--- src/rtl/comp_scheduler_pkg.sv ---
`default_nettype none
// ============================================================================
// Module      : comp_scheduler_pkg
// Description : Shared defaults and FSM state encoding for the comparator
//               scheduler. Contains no ports.
// Revision    : 1.0 - initial release
// ============================================================================
package comp_scheduler_pkg;

  localparam int c_WORD_LEN_DEF = 14;
  localparam int c_N_REQ_DEF    = 4;

  typedef enum logic [1:0] {
    ST_IDLE   = 2'd0,
    ST_LOAD   = 2'd1,
    ST_SAMPLE = 2'd2,
    ST_RESP   = 2'd3
  } state_e;

endpackage
`default_nettype wire

--- src/rtl/comp_scheduler_rr_picker.sv ---
`default_nettype none
// ============================================================================
// Module      : rr_picker
// Description : Combinational round-robin selector. The search starts at the
//               index after the last winner and wraps from N_REQ-1 to 0.
// Ports       : req_i      - request vector
//               last_i     - index of the previous winner
//               win_o      - one-hot winner (zero when no request)
//               win_idx_o  - index of the winner
//               valid_o    - at least one request is pending
// Revision    : 1.0 - initial release
// ============================================================================
module rr_picker #(
  parameter int N_REQ = 4,
  parameter int IDX_W = 2
) (
  input  logic [N_REQ-1:0] req_i,
  input  logic [IDX_W-1:0] last_i,
  output logic [N_REQ-1:0] win_o,
  output logic [IDX_W-1:0] win_idx_o,
  output logic             valid_o
);

  int               cand;
  logic [IDX_W-1:0] cand_idx;

  // Walk offsets 1..N_REQ from the last winner; the first hit wins, so the
  // last winner itself is only re-picked when it is the sole requester.
  always_comb begin
    win_o     = '0;
    win_idx_o = '0;
    valid_o   = 1'b0;
    cand      = 0;
    cand_idx  = '0;
    for (int off = 1; off <= N_REQ; off++) begin
      cand = int'(last_i) + off;
      if (cand >= N_REQ) begin
        cand = cand - N_REQ;
      end
      cand_idx = cand[IDX_W-1:0];
      if (!valid_o && req_i[cand_idx]) begin
        valid_o         = 1'b1;
        win_idx_o       = cand_idx;
        win_o[cand_idx] = 1'b1;
      end
    end
  end

endmodule
`default_nettype wire

--- src/rtl/comp_scheduler.sv ---
`default_nettype none
// ============================================================================
// Module      : comp_scheduler
// Description : Arbitrates N_REQ requesters onto one external comparator.
//               Sequence per compare: IDLE (arbitrate, latch operands) ->
//               LOAD (enable comparator) -> SAMPLE (capture result) ->
//               RESP (pulse ack). All outputs are registered.
// Ports       : clk, reset_n           - clock, async active-low reset
//               req, req_a, req_b      - per-requester request and operands
//               ack, res_gt/lt/eq      - completion pulse and result
//               grant, busy            - current owner, not-idle flag
//               cmp_in1/in2/enable     - drive to the shared comparator
//               cmp_gt/lt/eq           - comparator result inputs
// Revision    : 1.0 - initial release
// ============================================================================
module comp_scheduler
  import comp_scheduler_pkg::*;
#(
  parameter int WORD_LEN = c_WORD_LEN_DEF,
  parameter int N_REQ    = c_N_REQ_DEF
) (
  input  logic                      clk,
  input  logic                      reset_n,
  input  logic [N_REQ-1:0]          req,
  input  logic [N_REQ*WORD_LEN-1:0] req_a,
  input  logic [N_REQ*WORD_LEN-1:0] req_b,
  output logic [N_REQ-1:0]          ack,
  output logic                      res_gt,
  output logic                      res_lt,
  output logic                      res_eq,
  output logic [N_REQ-1:0]          grant,
  output logic                      busy,
  output logic [WORD_LEN-1:0]       cmp_in1,
  output logic [WORD_LEN-1:0]       cmp_in2,
  output logic                      cmp_enable,
  input  logic                      cmp_gt,
  input  logic                      cmp_lt,
  input  logic                      cmp_eq
);

  localparam int c_IDX_W = (N_REQ > 1) ? $clog2(N_REQ) : 1;

  state_e              state_q;
  logic [c_IDX_W-1:0]  ptr_q;
  logic [N_REQ-1:0]    grant_q;
  logic [N_REQ-1:0]    ack_q;
  logic                busy_q;
  logic                cmp_en_q;
  logic                res_gt_q;
  logic                res_lt_q;
  logic                res_eq_q;
  logic [WORD_LEN-1:0] cmp_in1_q;
  logic [WORD_LEN-1:0] cmp_in2_q;

  logic [N_REQ-1:0]    pick_onehot;
  logic [c_IDX_W-1:0]  pick_idx;
  logic                pick_valid;

  logic [WORD_LEN-1:0] a_arr [N_REQ];
  logic [WORD_LEN-1:0] b_arr [N_REQ];

  generate
    for (genvar gi = 0; gi < N_REQ; gi++) begin : g_unpack
      assign a_arr[gi] = req_a[gi*WORD_LEN +: WORD_LEN];
      assign b_arr[gi] = req_b[gi*WORD_LEN +: WORD_LEN];
    end
  endgenerate

  rr_picker #(
    .N_REQ (N_REQ),
    .IDX_W (c_IDX_W)
  ) u_rr_picker (
    .req_i     (req),
    .last_i    (ptr_q),
    .win_o     (pick_onehot),
    .win_idx_o (pick_idx),
    .valid_o   (pick_valid)
  );

  always_ff @(posedge clk or negedge reset_n) begin
    if (!reset_n) begin
      state_q   <= ST_IDLE;
      // Pointer parks on the last index so index 0 is searched first.
      ptr_q     <= c_IDX_W'(N_REQ - 1);
      grant_q   <= '0;
      ack_q     <= '0;
      busy_q    <= 1'b0;
      cmp_en_q  <= 1'b0;
      res_gt_q  <= 1'b0;
      res_lt_q  <= 1'b0;
      res_eq_q  <= 1'b0;
      cmp_in1_q <= '0;
      cmp_in2_q <= '0;
    end else begin
      ack_q <= '0;
      case (state_q)
        ST_IDLE: begin
          if (pick_valid) begin
            grant_q   <= pick_onehot;
            ptr_q     <= pick_idx;
            // Operands are captured here only; later input changes are ignored.
            cmp_in1_q <= a_arr[pick_idx];
            cmp_in2_q <= b_arr[pick_idx];
            busy_q    <= 1'b1;
            state_q   <= ST_LOAD;
          end
        end
        ST_LOAD: begin
          cmp_en_q <= 1'b1;
          state_q  <= ST_SAMPLE;
        end
        ST_SAMPLE: begin
          res_gt_q <= cmp_gt;
          res_lt_q <= cmp_lt;
          res_eq_q <= cmp_eq;
          state_q  <= ST_RESP;
        end
        ST_RESP: begin
          // Ack is issued whether or not the winner still holds req.
          ack_q    <= grant_q;
          grant_q  <= '0;
          cmp_en_q <= 1'b0;
          busy_q   <= 1'b0;
          state_q  <= ST_IDLE;
        end
        default: begin
          state_q <= ST_IDLE;
        end
      endcase
    end
  end

  assign ack        = ack_q;
  assign grant      = grant_q;
  assign busy       = busy_q;
  assign cmp_enable = cmp_en_q;
  assign res_gt     = res_gt_q;
  assign res_lt     = res_lt_q;
  assign res_eq     = res_eq_q;
  assign cmp_in1    = cmp_in1_q;
  assign cmp_in2    = cmp_in2_q;

endmodule
`default_nettype wire

--- config.mk ---
export PLATFORM = sky130hd
export DESIGN_NAME = comp_scheduler
export DESIGN_NICKNAME = d
export VERILOG_FILES = /design/src/rtl/comp_scheduler_pkg.sv /design/src/rtl/comp_scheduler_rr_picker.sv /design/src/rtl/comp_scheduler.sv
export SDC_FILE = /design/constraint.sdc
export NUM_CORES = 1
export LEC_CHECK = 0
export CORE_AREA = 2 2 88 98
export CTS_CLUSTER_DIAMETER = 40
export CTS_CLUSTER_SIZE = 28
export DETAILED_ROUTE_END_ITERATION = 16
export DIE_AREA = 0 0 90 100
export PLACE_DENSITY_LB_ADDON = 0.25
export RECOVER_POWER = 25
export SKIP_LAST_GASP = 1
export SYNTH_ARGS = -nofsm -noshare
export SYNTH_HDL_FRONTEND = slang
export SYNTH_HIERARCHICAL = 1
export SYNTH_SLANG_ARGS = --single-unit
export TNS_END_PERCENT = 30
--- constraint.sdc ---
create_clock -name clk -period 3.1 [get_ports clk]
set_input_delay 0.62 -clock clk [delete_from_list [all_inputs] [get_ports clk]]
set_output_delay 0.62 -clock clk [all_outputs]
set_load 0.05 [all_outputs]
==> summary.txt, run 1 <==
placer congestion estimate: 0.829
CTS resizes: 0
DR WL met3: 406 um
Synth Cell Area: 3110 um2
vias per inst: 5.10
CTS Sinks: 45
slowest stage delay, CP: 0.65 ns
WP data arrival: 2.96 ns
ant diodes: 0
crit-path cells: inv_1 -> ha_1 -> a221oi_1 -> a211oi_1 -> o22a_4 -> buf_12 -> mux2i_1 -> o221ai_2
sequential area share after synthesis: 36.3%
Post-route DRC: 0
Setup Fix Bufs, Post-CTS: 0
Initial Util: 38.2%
CP Class: flip-flop to flip-flop
DPL Wire Length: 7380 um
Max Clk Rate: 359 MHz
Chip Width: 90 um
slew at the pin with the worst max-slew slack: 1.04 ns
drt wl/cell: 16.6 um
CP endpoint kind: flip-flop
Flop pwr share: 20.2%
final instance area: 4940 um2
H-tree levels: 2
I/O Buffers: 161
clk root buf: clkbuf_8
gr ovfl total: 0
slowest cell on the critical path: dfstp_2
CTS clk-pin slew, worst paths: 0.09 ns
Synth top area share: 34.6%
first-pass GRT wire length: 14800 um
Async SR Flop Fraction: 100%
Switching Share: 49.1%
Placed Area: 4840 um2
CTS Buf Count: 5
Syn. warnings: 6
I/O pins: 162
most common cell in the netlist: mux2i_1
Top FF cell, synth: dfrtp_1
setup TNS: 0 ns
endpoints failing setup: 0
fin nets: 579
clock latency on the worst-skew pair: 0.29 ns
Iteration-0 DRC Markers: 93
post-route ant nets: 0
Min-Delay Path Class: flip-flop to flip-flop
synth top area cells: dfrtp_1 (35%), mux2i_1 (19%), o221ai_2 (9.7%)
clock share of power: 7.6%
RSZ-0062 raised after global routing: false
M1 wire length: 3760 um
worst vdd ir: 0.633 mV
status: completed
min Tclk post-route: 2.79 ns
Met2 Wirelength: 4900 um
drt total wl: 9220 um
Layout Skew: 0.00680 ns
Synth Area per Inst: 11.0 um2
fin crit share: 89.9%
P_leak: 2.09 nW
vias in the first global route: 2947
sw power: 2.57 mW
syn_nets: 418
CTS tree: done
GRT Util Overall: 20.3%
Combinational Power Share: 72.2%
CTS Buffer Depth: 2
CP startpoint kind: flip-flop
Yosys top cell by area: dfrtp_1
slew margin rel.: 30.6%
largest net degree at the start of global routing: 46
CP Max Fanout: 23
Pint: 2.66 mW
Area Growth Syn to Fin: 58.9%
CP required: 3.27 ns
top layer in use: met4
antenna violations before repair: 0
max cap viols: 0
pwr/cell area: 1060 nW/um2
core footprint: 8150 um2
layout cell share with drive strength beyond 1: 13.2%
cells after synthesis: 284
Detailed Routing Iterations Pass 1: 6
Max Slew Vio Count: 0
die area: 9000 um2
Hold WS: 0.492 ns
Final Hold Fails: 0
via count: 2841
CTS Hold Bufs: 0
# rows: 35
die height: 100 um
synthesized flop and latch total: 45
Unique masters post-synth: 42
EDFF count, synth: 0
Commonest cells post-synth: mux2i_1 (59), nand2_1 (45), dfrtp_1 (43)
-- cell families (layout without fill, tap and decap cells) --
logic type / count (synthesis) / after routing / synth area share [%]
AO/OA/AOI/OAI: 65 / 65 / 21.4
adder cells (fa/ha/maj): 13 / 13 / 5.23
buffers and inverters: 29 / 191 / 6.07
flip-flops: 45 / 45 / 36.3
multiplexers: 65 / 65 / 21.9
AND/OR/NAND/NOR: 67 / 67 / 9.17
-- critical path: cells and delay by family (launching register included) --
family                   cells  cell delay [ns]
adder cells (fa/ha/maj)      1             0.55
flip-flops                   1             0.65
multiplexers                 1             0.31
buffers and inverters        2             0.36
AO/OA/AOI/OAI                4             0.78
-- per-stage QoR --
step	utilization, %	worst slack, ns	cells	power (mW)
6_report	60.7	0.314	557	5.24
5_1_grt	60.7	0.196	557	5.60
4_1_cts	60.7	0.314	557	5.31
3_5_place_dp	59.4	0.123	549	4.90
3_3_place_gp	59.4	0.180	549	4.83
2_1_floorplan	-	0.472	284	3.82
-- layout by cell type, fill, tap and decap left out, drive strengths merged, types with 2 or more instances in the layout --
master         count
clkdlybuf4s50    160
mux2i             60
a22o               8
o21ai             10
dfrtp             43
dfstp              2
nand3              2
clkbuf             7
a21boi             2
and2               4
nor2b              2
o221ai            28
nand2             45
a221oi             2
ha                13
a221o              4
nor2               9
a31oi              2
inv                8
a21oi              3
mux2               4
a211oi             2
buf               15
-- power groups by stage --
stage	registers (mW)	logic [mW]	clock network [mW]
after detailed placement	1.07	3.83	0
final	1.06	3.78	0.400
after global routing	1.10	4.06	0.435
after floorplan	1.86	1.96	0
after global placement	1.06	3.77	0
after CTS	1.06	3.83	0.415
-- cell type report --
| class | instances | area (um2) |
|---|---|---|
| Multi-Input combinational cell | 210 | 1810 |
| Sequential cell | 45 | 1130 |
| Tap cell | 111 | 139 |
| Fill cell | 732 | 3200 |
| Clock inverter | 1 | 5.00 |
| Clock buffer | 7 | 96.3 |
| Inverter | 8 | 30.0 |
| Timing Repair Buffer | 175 | 1740 |
-- per-layer routing --
metal	up-vias	track usage [%]
met2	94	37.5
met3	12	3.60
li1	1378	-
met5	-	0
met1	1357	24.3
met4	0	5.68
-- state kept, by name (all words and copies together), names as in the netlist --
| register | flops |
|---|---|
| ack | 4 |
| busy | 1 |
| cmp_enable | 1 |
| cmp_in1 | 14 |
| cmp_in2 | 14 |
| grant | 4 |
| ptr_q | 2 |
| res_eq | 1 |
| res_gt | 1 |
| res_lt | 1 |
| state_q | 2 |
-- final timing paths --
kind                                     to       start  slack, ns  cells past startpoint
worst max-delay path            cmp_in1[13]    ptr_q[1]       0.31                      8
max in group asynchronous        cmp_in1[2]     reset_n       1.95                      1
min in group asynchronous          grant[3]     reset_n       0.50                      1
worst max register to register  cmp_in1[13]    ptr_q[1]       0.31                      8
worst min register to register   cmp_enable  cmp_enable       0.49                      2
worst min-delay path             cmp_enable  cmp_enable       0.49                      2
No activity file was read; power rests on OpenSTA's default activity.
==> run 2: changes to the inputs <==
--- a/config.mk
+++ b/config.mk
@@ -7,7 +7,7 @@
 export LEC_CHECK = 0
 export CORE_AREA = 2 2 88 98
 export CTS_CLUSTER_DIAMETER = 40
-export CTS_CLUSTER_SIZE = 28
+export CTS_CLUSTER_SIZE = 20
 export DETAILED_ROUTE_END_ITERATION = 16
 export DIE_AREA = 0 0 90 100
 export PLACE_DENSITY_LB_ADDON = 0.25
==> results of run 2 <==
Final layout, timing and power as in run 1 (identical DEF).
